===== src/rtl/i3c_axi_sub_arb_mc_pkg.sv =====
// Shared types for the multi-channel component-access arbiter.
// Arbitration policy, lock state and return-pipeline entry.
package i3ccore_axi_pkg;

    typedef enum logic {
        ARB_RR,
        ARB_FIXED
    } arb_mode_e;

    typedef enum logic {
        UNLOCKED,
        LOCKED
    } lock_e;

    localparam int RET_IW = 8;

    typedef struct packed {
        logic              valid;
        logic [RET_IW-1:0] idx;
    } ret_t;

endpackage


===== src/rtl/i3c_axi_sub_arb_mc_if.sv =====
// Channel-side and component-side bundles of the arbiter.
// master drives requests, slave answers them.
interface i3c_arb_ch_if #(
    parameter int NCH = 2,
    parameter int AW  = 32,
    parameter int DW  = 32,
    parameter int UW  = 32,
    parameter int IW  = 1
);
    localparam int BC = DW / 8;

    logic [NCH-1:0]         ch_dv;
    logic [NCH-1:0]         ch_write;
    logic [NCH-1:0][AW-1:0] ch_addr;
    logic [NCH-1:0][UW-1:0] ch_user;
    logic [NCH-1:0][IW-1:0] ch_id;
    logic [NCH-1:0][DW-1:0] ch_wdata;
    logic [NCH-1:0][BC-1:0] ch_wstrb;
    logic [NCH-1:0][2:0]    ch_size;
    logic [NCH-1:0]         ch_last;
    logic [NCH-1:0]         ch_hld;
    logic [NCH-1:0]         ch_wr_err;
    logic [NCH-1:0]         ch_rvalid;
    logic [NCH-1:0]         ch_rd_err;
    logic [DW-1:0]          ch_rdata;

    modport master (
        output ch_dv, ch_write, ch_addr, ch_user, ch_id,
        output ch_wdata, ch_wstrb, ch_size, ch_last,
        input  ch_hld, ch_wr_err, ch_rvalid, ch_rd_err, ch_rdata
    );
    modport slave (
        input  ch_dv, ch_write, ch_addr, ch_user, ch_id,
        input  ch_wdata, ch_wstrb, ch_size, ch_last,
        output ch_hld, ch_wr_err, ch_rvalid, ch_rd_err, ch_rdata
    );
endinterface

interface i3c_arb_comp_if #(
    parameter int AW = 32,
    parameter int DW = 32,
    parameter int UW = 32,
    parameter int IW = 1
);
    localparam int BC = DW / 8;

    logic          dv;
    logic          write;
    logic [AW-1:0] addr;
    logic [UW-1:0] user;
    logic [IW-1:0] id;
    logic [DW-1:0] wdata;
    logic [BC-1:0] wstrb;
    logic [2:0]    size;
    logic          last;
    logic          hld;
    logic          rd_err;
    logic          wr_err;
    logic [DW-1:0] rdata;

    modport master (
        output dv, write, addr, user, id, wdata, wstrb, size, last,
        input  hld, rd_err, wr_err, rdata
    );
    modport slave (
        input  dv, write, addr, user, id, wdata, wstrb, size, last,
        output hld, rd_err, wr_err, rdata
    );
endinterface


===== src/rtl/i3c_axi_sub_arb_mc_rr_arb.sv =====
// Combinational round-robin / fixed-priority picker.
// Lowest set bit of {req,req} masked below ptr gives the wrapped winner.
module i3c_rr_arb
    import i3ccore_axi_pkg::*;
#(
    parameter int        NCH       = 2,
    parameter arb_mode_e PRIO_MODE = ARB_RR,
    localparam int       CW        = (NCH > 1) ? $clog2(NCH) : 1
) (
    input  logic [NCH-1:0] req,
    input  logic [CW-1:0]  ptr,
    output logic [NCH-1:0] gnt,
    output logic [CW-1:0]  gnt_idx
);
    localparam int W2 = 2 * NCH;

    logic [CW-1:0] w_ptr;
    logic [W2-1:0] w_mask;
    logic [W2-1:0] w_sel;
    logic [W2-1:0] w_lo;

    assign w_ptr  = (PRIO_MODE == ARB_FIXED) ? '0 : ptr;
    assign w_mask = ~((W2'(1) << w_ptr) - W2'(1));
    assign w_sel  = {req, req} & w_mask;
    assign w_lo   = w_sel & (~w_sel + W2'(1));
    assign gnt    = w_lo[NCH-1:0] | w_lo[W2-1:NCH];

    always_comb begin
        gnt_idx = '0;
        for (int i = 0; i < NCH; i++) begin
            if (gnt[i]) gnt_idx = gnt_idx | CW'(i);
        end
    end
endmodule


===== src/rtl/i3c_axi_sub_arb_mc.sv =====
// Merges NCH request channels onto one component port with burst
// locking and a C_LAT-deep read-return routing pipeline.
module i3c_axi_sub_arb_mc
    import i3ccore_axi_pkg::*;
#(
    parameter int        AW        = 32,
    parameter int        DW        = 32,
    parameter int        UW        = 32,
    parameter int        IW        = 1,
    parameter int        NCH       = 2,
    parameter int        C_LAT     = 0,
    parameter arb_mode_e PRIO_MODE = ARB_RR,
    localparam int       CW        = (NCH > 1) ? $clog2(NCH) : 1
) (
    input  logic           clk,
    input  logic           rst,
    i3c_arb_ch_if.slave    ch,
    i3c_arb_comp_if.master cm,
    output logic [CW-1:0]  gnt_idx,
    output logic           locked
);
    lock_e          r_state;
    logic [CW-1:0]  r_lock_idx;
    logic [CW-1:0]  r_rr_ptr;
    logic [NCH-1:0] w_arb_gnt;
    logic [CW-1:0]  w_arb_idx;
    logic [CW-1:0]  w_g;
    logic [CW-1:0]  w_next;
    logic [NCH-1:0] w_oh;
    logic [NCH-1:0] w_rv;
    logic           w_locked;
    logic           w_last;
    logic           w_acc;
    logic           w_rd_acc;

    i3c_rr_arb #(
        .NCH      (NCH),
        .PRIO_MODE(PRIO_MODE)
    ) u_arb (
        .req    (ch.ch_dv),
        .ptr    (r_rr_ptr),
        .gnt    (w_arb_gnt),
        .gnt_idx(w_arb_idx)
    );

    assign w_locked = (r_state == LOCKED);
    assign w_g      = w_locked ? r_lock_idx : w_arb_idx;
    assign w_oh     = w_locked ? (NCH'(1) << r_lock_idx) : w_arb_gnt;
    assign w_last   = ch.ch_last[w_g];
    assign w_acc    = cm.dv && !cm.hld;
    assign w_rd_acc = w_acc && !cm.write;
    assign w_next   = (w_g == CW'(NCH - 1)) ? '0 : w_g + 1'b1;

    assign cm.dv    = w_locked ? ch.ch_dv[r_lock_idx] : |ch.ch_dv;
    assign cm.write = ch.ch_write[w_g];
    assign cm.addr  = ch.ch_addr[w_g];
    assign cm.user  = ch.ch_user[w_g];
    assign cm.id    = ch.ch_id[w_g];
    assign cm.wdata = ch.ch_wdata[w_g];
    assign cm.wstrb = ch.ch_wstrb[w_g];
    assign cm.size  = ch.ch_size[w_g];
    assign cm.last  = w_last;

    // Non-granted channels always see a stall.
    assign ch.ch_hld    = ~w_oh | {NCH{cm.hld}};
    assign ch.ch_wr_err = w_oh & {NCH{cm.wr_err && w_acc && cm.write}};
    assign ch.ch_rvalid = w_rv;
    assign ch.ch_rd_err = w_rv & {NCH{cm.rd_err}};
    assign ch.ch_rdata  = cm.rdata;

    assign gnt_idx = w_g;
    assign locked  = w_locked;

    always_ff @(posedge clk) begin
        if (rst) begin
            r_state    <= UNLOCKED;
            r_lock_idx <= '0;
            r_rr_ptr   <= '0;
        end else begin
            if (w_acc && w_last) r_rr_ptr <= w_next;
            unique case (r_state)
                UNLOCKED: begin
                    if (w_acc && !w_last) begin
                        r_state    <= LOCKED;
                        r_lock_idx <= w_g;
                    end
                end
                LOCKED: begin
                    if (w_acc && w_last) r_state <= UNLOCKED;
                end
                default: r_state <= UNLOCKED;
            endcase
        end
    end

    if (C_LAT == 0) begin : g_lat0
        assign w_rv = w_rd_acc ? w_oh : '0;
    end else begin : g_pipe
        ret_t r_pipe [C_LAT];

        always_ff @(posedge clk) begin
            if (rst) begin
                for (int i = 0; i < C_LAT; i++) r_pipe[i] <= '0;
            end else begin
                r_pipe[0] <= '{valid: w_rd_acc, idx: RET_IW'(w_g)};
                for (int i = 1; i < C_LAT; i++) r_pipe[i] <= r_pipe[i-1];
            end
        end

        assign w_rv = r_pipe[C_LAT-1].valid ?
                      (NCH'(1) << r_pipe[C_LAT-1].idx) : '0;
    end
endmodule


===== src/flat_wrapper.sv =====
// flat-port wrapper written by rule: the top's interface ports become plain ports
module i3c_axi_sub_arb_mc_flat import i3ccore_axi_pkg::*;
#(
    parameter int        AW        = 32,
    parameter int        DW        = 32,
    parameter int        UW        = 32,
    parameter int        IW        = 1,
    parameter int        NCH       = 2,
    parameter int        C_LAT     = 0,
    parameter arb_mode_e PRIO_MODE = ARB_RR,
    localparam int       CW        = (NCH > 1) ? $clog2(NCH) : 1
)
  (clk, rst, gnt_idx, locked, ch_ch_dv, ch_ch_write, ch_ch_addr, ch_ch_user, ch_ch_id, ch_ch_wdata, ch_ch_wstrb, ch_ch_size, ch_ch_last, ch_ch_hld, ch_ch_wr_err, ch_ch_rvalid, ch_ch_rd_err, ch_ch_rdata, cm_dv, cm_write, cm_addr, cm_user, cm_id, cm_wdata, cm_wstrb, cm_size, cm_last, cm_hld, cm_rd_err, cm_wr_err, cm_rdata);
  i3c_arb_ch_if #(.NCH(NCH), .AW(AW), .DW(DW), .UW(UW), .IW(IW)) ch_i ();
  i3c_arb_comp_if #(.AW(AW), .DW(DW), .UW(UW), .IW(IW)) cm_i ();
  input  logic clk;
  input  logic rst;
  output logic [CW-1:0] gnt_idx;
  output logic locked;
  input wire logic [$bits(ch_i.ch_dv)-1:0] ch_ch_dv;
  input wire logic [$bits(ch_i.ch_write)-1:0] ch_ch_write;
  input wire logic [$bits(ch_i.ch_addr)-1:0] ch_ch_addr;
  input wire logic [$bits(ch_i.ch_user)-1:0] ch_ch_user;
  input wire logic [$bits(ch_i.ch_id)-1:0] ch_ch_id;
  input wire logic [$bits(ch_i.ch_wdata)-1:0] ch_ch_wdata;
  input wire logic [$bits(ch_i.ch_wstrb)-1:0] ch_ch_wstrb;
  input wire logic [$bits(ch_i.ch_size)-1:0] ch_ch_size;
  input wire logic [$bits(ch_i.ch_last)-1:0] ch_ch_last;
  output wire logic [$bits(ch_i.ch_hld)-1:0] ch_ch_hld;
  output wire logic [$bits(ch_i.ch_wr_err)-1:0] ch_ch_wr_err;
  output wire logic [$bits(ch_i.ch_rvalid)-1:0] ch_ch_rvalid;
  output wire logic [$bits(ch_i.ch_rd_err)-1:0] ch_ch_rd_err;
  output wire logic [$bits(ch_i.ch_rdata)-1:0] ch_ch_rdata;
  output wire logic [$bits(cm_i.dv)-1:0] cm_dv;
  output wire logic [$bits(cm_i.write)-1:0] cm_write;
  output wire logic [$bits(cm_i.addr)-1:0] cm_addr;
  output wire logic [$bits(cm_i.user)-1:0] cm_user;
  output wire logic [$bits(cm_i.id)-1:0] cm_id;
  output wire logic [$bits(cm_i.wdata)-1:0] cm_wdata;
  output wire logic [$bits(cm_i.wstrb)-1:0] cm_wstrb;
  output wire logic [$bits(cm_i.size)-1:0] cm_size;
  output wire logic [$bits(cm_i.last)-1:0] cm_last;
  input wire logic [$bits(cm_i.hld)-1:0] cm_hld;
  input wire logic [$bits(cm_i.rd_err)-1:0] cm_rd_err;
  input wire logic [$bits(cm_i.wr_err)-1:0] cm_wr_err;
  input wire logic [$bits(cm_i.rdata)-1:0] cm_rdata;
  assign ch_i.ch_dv = ch_ch_dv;
  assign ch_i.ch_write = ch_ch_write;
  assign ch_i.ch_addr = ch_ch_addr;
  assign ch_i.ch_user = ch_ch_user;
  assign ch_i.ch_id = ch_ch_id;
  assign ch_i.ch_wdata = ch_ch_wdata;
  assign ch_i.ch_wstrb = ch_ch_wstrb;
  assign ch_i.ch_size = ch_ch_size;
  assign ch_i.ch_last = ch_ch_last;
  assign ch_ch_hld = ch_i.ch_hld;
  assign ch_ch_wr_err = ch_i.ch_wr_err;
  assign ch_ch_rvalid = ch_i.ch_rvalid;
  assign ch_ch_rd_err = ch_i.ch_rd_err;
  assign ch_ch_rdata = ch_i.ch_rdata;
  assign cm_dv = cm_i.dv;
  assign cm_write = cm_i.write;
  assign cm_addr = cm_i.addr;
  assign cm_user = cm_i.user;
  assign cm_id = cm_i.id;
  assign cm_wdata = cm_i.wdata;
  assign cm_wstrb = cm_i.wstrb;
  assign cm_size = cm_i.size;
  assign cm_last = cm_i.last;
  assign cm_i.hld = cm_hld;
  assign cm_i.rd_err = cm_rd_err;
  assign cm_i.wr_err = cm_wr_err;
  assign cm_i.rdata = cm_rdata;
  i3c_axi_sub_arb_mc #(.AW(AW), .DW(DW), .UW(UW), .IW(IW), .NCH(NCH), .C_LAT(C_LAT), .PRIO_MODE(PRIO_MODE)) u_core (.clk(clk), .rst(rst), .ch(ch_i), .cm(cm_i), .gnt_idx(gnt_idx), .locked(locked));
endmodule

===== config.mk =====
export PLATFORM = sky130hd
export DESIGN_NAME = i3c_axi_sub_arb_mc_flat
export DESIGN_NICKNAME = d
export VERILOG_FILES = /design/src/rtl/i3c_axi_sub_arb_mc_pkg.sv /design/src/rtl/i3c_axi_sub_arb_mc_if.sv /design/src/rtl/i3c_axi_sub_arb_mc_rr_arb.sv /design/src/rtl/i3c_axi_sub_arb_mc.sv /design/src/flat_wrapper.sv
export SDC_FILE = /design/constraint.sdc
export NUM_CORES = 1
export LEC_CHECK = 0
export BUFFER_PORTS_ARGS = -buffer_cell sky130_fd_sc_hd__clkbuf_2
export CAP_MARGIN = 10
export CORE_AREA = 2 2 157 159
export CTS_CLUSTER_DIAMETER = 150
export DETAILED_ROUTE_END_ITERATION = 10
export DIE_AREA = 0 0 159 161
export SKIP_CTS_REPAIR_TIMING = 1
export SLEW_MARGIN = 5
export SYNTH_ARGS = -nofsm -noshare
export SYNTH_HDL_FRONTEND = slang
export SYNTH_SLANG_ARGS = --single-unit

===== constraint.sdc =====
create_clock -name clk -period 1.6 [get_ports clk]
set_input_delay 0.24 -clock clk [delete_from_list [all_inputs] [get_ports clk]]
set_output_delay 0.24 -clock clk [all_outputs]
set_load 0.05 [all_outputs]

# ---- After elaboration in Yosys (flattened, before gate mapping)
# Index checks and enable logic that the tools add are counted.
dict set report totals {
  register_bits 3
  wordCells 58
  inputBits 251
}
dict set report op_classes {
  shifts 2
  n_reduce_logical 11
  n_bitwise 10
  mux 27
  add_sub_neg 3
  n_lt_le_gt_ge 2
}
# cell n
set op_table {}
lappend op_table {{$mux 32} 6}
lappend op_table {{$mux 1} 14}
lappend op_table {{$and 4x4->4} 2}
lappend op_table {{$mux 4} 2}
lappend op_table {{$not 4->4} 2}
lappend op_table {{$logic_and 1x1->1} 6}
lappend op_table {{$mux 3} 2}
lappend op_table {{$add 4x1->4 const B} 1}
lappend op_table {{$and 2x2->2} 2}
lappend op_table {{$lt 1x2->1 const B} 2}
lappend op_table {{$mux 2} 2}
lappend op_table {{$or 2x2->2} 2}
lappend op_table {{$shl 1x1->4 const A} 1}
lappend op_table {{$sub 4x2->4 const B} 1}
lappend op_table {{$logic_not 1->1} 3}
lappend op_table {{$not 2->2} 1}
lappend op_table {{$pmux 1 s2} 1}
lappend op_table {{$reduce_and 2->1} 1}
lappend op_table {{$reduce_or 2->1} 1}
lappend op_table {{$shl 1x1->2 const A} 1}
lappend op_table {{$add 1x1->1 const B} 1}
lappend op_table {{$not 1->1} 1}

# ---- Logic depth before layout (Yosys ltp)
dict set report depth {
  depth_word 16
  mapped_depth 8
  ltp_nobuf 5
}

# ---- Cells and area by module
# From an unflattened synthesis, not the netlist that was laid out.
dict set report unflattened {
  hier_cells 407
  hier_area_um2 1825.5
}
# module instances seq_area_each_um2 area_per_inst_um2 cells_per_inst
set modules_own_cells {}
lappend modules_own_cells {i3c_axi_sub_arb_mc 1 60.1 1799.2 403}
lappend modules_own_cells {i3c_rr_arb 1 0.0 26.3 4}

# ---- Worst setup path after synthesis
# No wires, ideal clock.
dict set report synth_timing {
  kind {register to output}
  from {register u_core.r_state (netlist: u_core.locked)}
  to {output port ch_ch_wr_err[1]}
  arrival_time_ns 2.436
  path_stages_with_launch 8
  setup_slack_ns -1.076
  path_buffers 2
  path_cell_list {dfxtp_1 buf_4 nand2b_4 o21a_4 clkinv_2 buf_6 nand2_2 nor4_2}
}
dict set report synth_via {
  elab_chain_len 5
  word_cells_on_any_way 9
  cone_classes {mux (5); bitwise (1); reduce/logical (3)}
}
# element line_no
set synth_rtl {}
lappend synth_rtl {{start, declared} i3c_axi_sub_arb_mc.sv:22} ;# lock_e r_state;
lappend synth_rtl {{start signal, assigned} i3c_axi_sub_arb_mc.sv:76} ;# r_state <= UNLOCKED;
lappend synth_rtl {{start signal, assigned} i3c_axi_sub_arb_mc.sv:84} ;# r_state <= LOCKED;
lappend synth_rtl {{start signal, assigned} i3c_axi_sub_arb_mc.sv:89} ;# if (w_acc && w_last) r_state <= UNLOCKED;
lappend synth_rtl {{$mux 1 (on tied branches)} {i3c_axi_sub_arb_mc.sv:47, i3c_axi_sub_arb_mc.sv:54}}
lappend synth_rtl {{$mux 1 (not written as such) or $logic_and 1x1->1 (tied branches)} {i3c_axi_sub_arb_mc.sv:55, i3c_axi_sub_arb_mc.sv:50}}
lappend synth_rtl {{$mux 1 (not written as such) or $logic_and 1x1->1 (tied branches)} {i3c_axi_sub_arb_mc.sv:55, i3c_axi_sub_arb_mc.sv:66}}
lappend synth_rtl {{$logic_and 1x1->1} i3c_axi_sub_arb_mc.sv:66} ;# assign ch.ch_wr_err = w_oh & {NCH{cm.wr_err && w_acc && cm.write}};
lappend synth_rtl {{$and 2x2->2 *} i3c_axi_sub_arb_mc.sv:66}
lappend synth_rtl {{end, declared} flat_wrapper.sv:30} ;# output wire logic [$bits(ch_i.ch_wr_err)-1:0] ch_ch_wr_err;
# Mark *: on every way between the ends. The rest lies on a longest branch, timed or not. The select of a mux whose other input is x is not followed.

# ---- Final worst setup path
dict set report layout_timing {
  from {register u_core.r_rr_ptr}
  to {output port cm_id}
}
dict set report layout_via {
  elab_chain_len 12
}
# element line_no
set layout_rtl {}
lappend layout_rtl {{start, declared} i3c_axi_sub_arb_mc.sv:24} ;# logic [CW-1:0] r_rr_ptr;
lappend layout_rtl {{start signal, assigned} i3c_axi_sub_arb_mc.sv:80} ;# if (w_acc && w_last) r_rr_ptr <= w_next;
lappend layout_rtl {{$shl 1x1->4 *} i3c_axi_sub_arb_mc_rr_arb.sv:23} ;# assign w_mask = ~((W2'(1) << w_ptr) - W2'(1));
lappend layout_rtl {{$sub 4x2->4 *} i3c_axi_sub_arb_mc_rr_arb.sv:23}
lappend layout_rtl {{$not 4->4 *} i3c_axi_sub_arb_mc_rr_arb.sv:23}
lappend layout_rtl {{$and 4x4->4 *} i3c_axi_sub_arb_mc_rr_arb.sv:24} ;# assign w_sel = {req, req} & w_mask;
lappend layout_rtl {{$not 4->4} i3c_axi_sub_arb_mc_rr_arb.sv:25} ;# assign w_lo = w_sel & (~w_sel + W2'(1));
lappend layout_rtl {{$add 4x1->4} i3c_axi_sub_arb_mc_rr_arb.sv:25}
lappend layout_rtl {{$and 4x4->4 *} i3c_axi_sub_arb_mc_rr_arb.sv:25}
lappend layout_rtl {{$or 2x2->2 *} i3c_axi_sub_arb_mc_rr_arb.sv:26} ;# assign gnt = w_lo[NCH-1:0] | w_lo[W2-1:NCH];
lappend layout_rtl {{$mux 1 *} i3c_axi_sub_arb_mc_rr_arb.sv:31} ;# if (gnt[i]) gnt_idx = gnt_idx | CW'(i);
lappend layout_rtl {{$mux 1 *} i3c_axi_sub_arb_mc.sv:47} ;# assign w_g = w_locked ? r_lock_idx : w_arb_idx;
lappend layout_rtl {{$mux 1 (not written as such) * (2 in a row)} i3c_axi_sub_arb_mc.sv:58} ;# assign cm.id = ch.ch_id[w_g];
lappend layout_rtl {{end, declared} flat_wrapper.sv:38} ;# output wire logic [$bits(cm_i.id)-1:0] cm_id;
# Marked as above.

==> qor.txt <==
Min-Delay Path Class = primary input to flip-flop
Worst-Skew Late Latency = 230 ps
Buffer levels on the longest clock path = 2
IO buf count = 335
FF-to-FF path depth = 6
Synth Warn # = 0
Status = complete, but fails checks
Detailed Routing Iterations Pass 1 = 4
Synthesized instance count = 416
Number of max-cap violations = 0
Final HPWL DP = 11,100 um
Critical setup path kind = flip-flop to primary output
Initial antenna violation count = 0
Vias in the first global route = 3,600
Fin area = 6030 sq um
Initial core utilization = 8.01%
Vias post-DR = 3,798
Register area share after synthesis = 3.13%
Placed Area = 5120 sq um
Largest cells by area after synthesis = nand2_1, buf_4, buf_2
Chip height = 161 um
Arrival time at the worst endpoint = 1740 ps
Startpoint types = flip-flop
DRT iter0 DRCs = 100
Max VDD drop = 0.276 mV
Routed Antenna Nets = 0
Worst endpoint required time = 1360 ps
Clock-pin slew on the worst setup and hold paths = 30 ps
Relative slew slack = 69.0%
Tcrit/Tclk final = 124%
Total core area = 24,000 sq um
Yosys cell types = 32
Cts bufs inserted = 3
Number of diodes = 0
Worst setup margin = -378 ps
Cell Pwr Density = 620 nW/um^2
Synth area leader = nand2_1
CTS sink cnt = 3
Skew final = 2.14 ps
Number of primary I/O pins = 400
Fmax = 505 MHz
Area grow syn2layout = 214%
Global-route wire length before repair = 18,100 um
Layout cells sized above 1 = 74.8%
Area of the die = 25,600 sq um
RSZ-0062 raised after global routing = true
# rows = 57
Die width = 159 um
Post-Syn Nets = 667
CTS H-tree depth = 1
Final setup viols = 115
Hold Path Stages = 2
Root Buffer Master = clkbuf_16
Syn_area_per_cell = 4.61 sq um
Synth top area share = 61.6%
Fin. Hold Viols = 0
Worst-path fanout max = 27
Pins over their slew limit = 0
Fillers = 2,625
Synthesized cell area = 1920 sq um
Overall Global Routing Usage = 9.06%
Vias per inst = 3.57
Worst slew pin tran = 463 ps
Failing checks = negative setup slack
Register bit total from synthesis = 3
Final WL = 14,200 um
P_leak = 3.31 nW
Tmin final = 1980 ps
CTS tree = yes
Crit path capture type = primary output
DRC Markers = 0
WL per Instance = 13.4 um
Gpl congestion = 0.786
Setup_tns = -35,010 ps
Largest net degree at the start of global routing = 33
Hold WS = 223 ps
NumNets Final = 991
Total gr overflow = 0
## registers in the layout (all words and copies together) (netlist names)
| signal | cells |
|---|---|
| u_core.r_rr_ptr | 1 |
| u_core.locked | 1 |
| u_core.r_lock_idx | 1 |
## cells by family (layout without fill, tap and decap cells)
kind of cell           Yosys count  in the layout  synth area share (%)
buffers and inverters           62            385                  21.3
AO/OA/AOI/OAI                   13             13                  5.48
AND/OR/NAND/NOR                336            336                  69.0
flip-flops                       3              3                  3.13
multiplexers                     2              2                  1.11
## metal layers
layer	wire [um]	GRT usage, %	part of all wire [%]	vias to the layer above
li1	-	-	-	1872
met1	4880	9.22	34	1689
met2	7890	17.1	56	200
met3	1000	2.49	7.0	37
met4	438	4.34	3.1	0
met5	0	0	0	-
## worst paths after layout
kind                                       from           endpoint  slack, ps
worst max register to register  u_core.r_rr_ptr  u_core.r_lock_idx        -90
worst min-delay path                        rst      u_core.locked        220
worst max-delay path            u_core.r_rr_ptr              cm_id       -380
worst min register to register    u_core.locked      u_core.locked        500
## synthesized netlist by cell type (all sizes together)
| cell | n |
|---|---|
| nor4 | 2 |
| nor2 | 4 |
| or3b | 1 |
| dfxtp | 3 |
| mux2 | 1 |
| a211oi | 1 |
| clkbuf | 1 |
| o21ai | 2 |
| nand2 | 316 |
| and3b | 1 |
| clkinv | 1 |
| o211ai | 4 |
| inv | 5 |
| and2 | 2 |
| nand2b | 1 |
| nor2b | 2 |
| o21a | 1 |
| nor3b | 1 |
| o211a | 2 |
| a21oi | 2 |
| and2b | 1 |
| a21boi | 1 |
| nor3 | 4 |
| buf | 55 |
| and3 | 1 |
| mux2i | 1 |
## per-stage QoR
step           worst slack, ps  total power, mW  utilization (%)  cells
4_1_cts                   -490             3.32             21.7   1053
3_5_place_dp              -256             2.90             21.4   1049
2_1_floorplan             -490             2.17                -    416
5_1_grt                   -468             3.90             25.2   1063
6_report                  -378             3.73             25.2   1063
3_3_place_gp              -203             2.88             21.4   1049
## layout by cell type, fill, tap and decap left out, drive strengths merged, types with 2 or more instances in the layout
cell type,synthesis,final
clkbuf,1,232
o21ai,2,2
nor2,4,4
nor2b,2,2
a21oi,2,2
dfxtp,3,3
nand2,316,316
o211a,2,2
and2,2,2
o211ai,4,4
inv,5,5
buf,55,147
nor3,4,4
nor4,2,2
## worst max-delay path, cell delays in order (launching register included)
cell	delay, ps
dfxtp_2	310
and2b_1	220
o21a_4	240
buf_6	260
nand2_1	150
nand2_4	70
buf_2	250
## cell type report
class,instances,area [sq um],area share (%)
timing repair buffer,375,2980,49.4
sequential,3,65.1,1.08
inverter,6,35.0,0.581
tap,324,405,6.72
clock buffer,4,78.8,1.31
multi-input combinational,351,2470,41.0
## power breakdown
group	leakage, nW	internal [mW]	switching (mW)
combinational	3.24	1.26	1.97
sequential	0.0256	0.0798	0.00350
clock	0.0382	0.331	0.0880
total	3.31	1.67	2.06
Note: power is estimated with default switching activity, not from simulation.
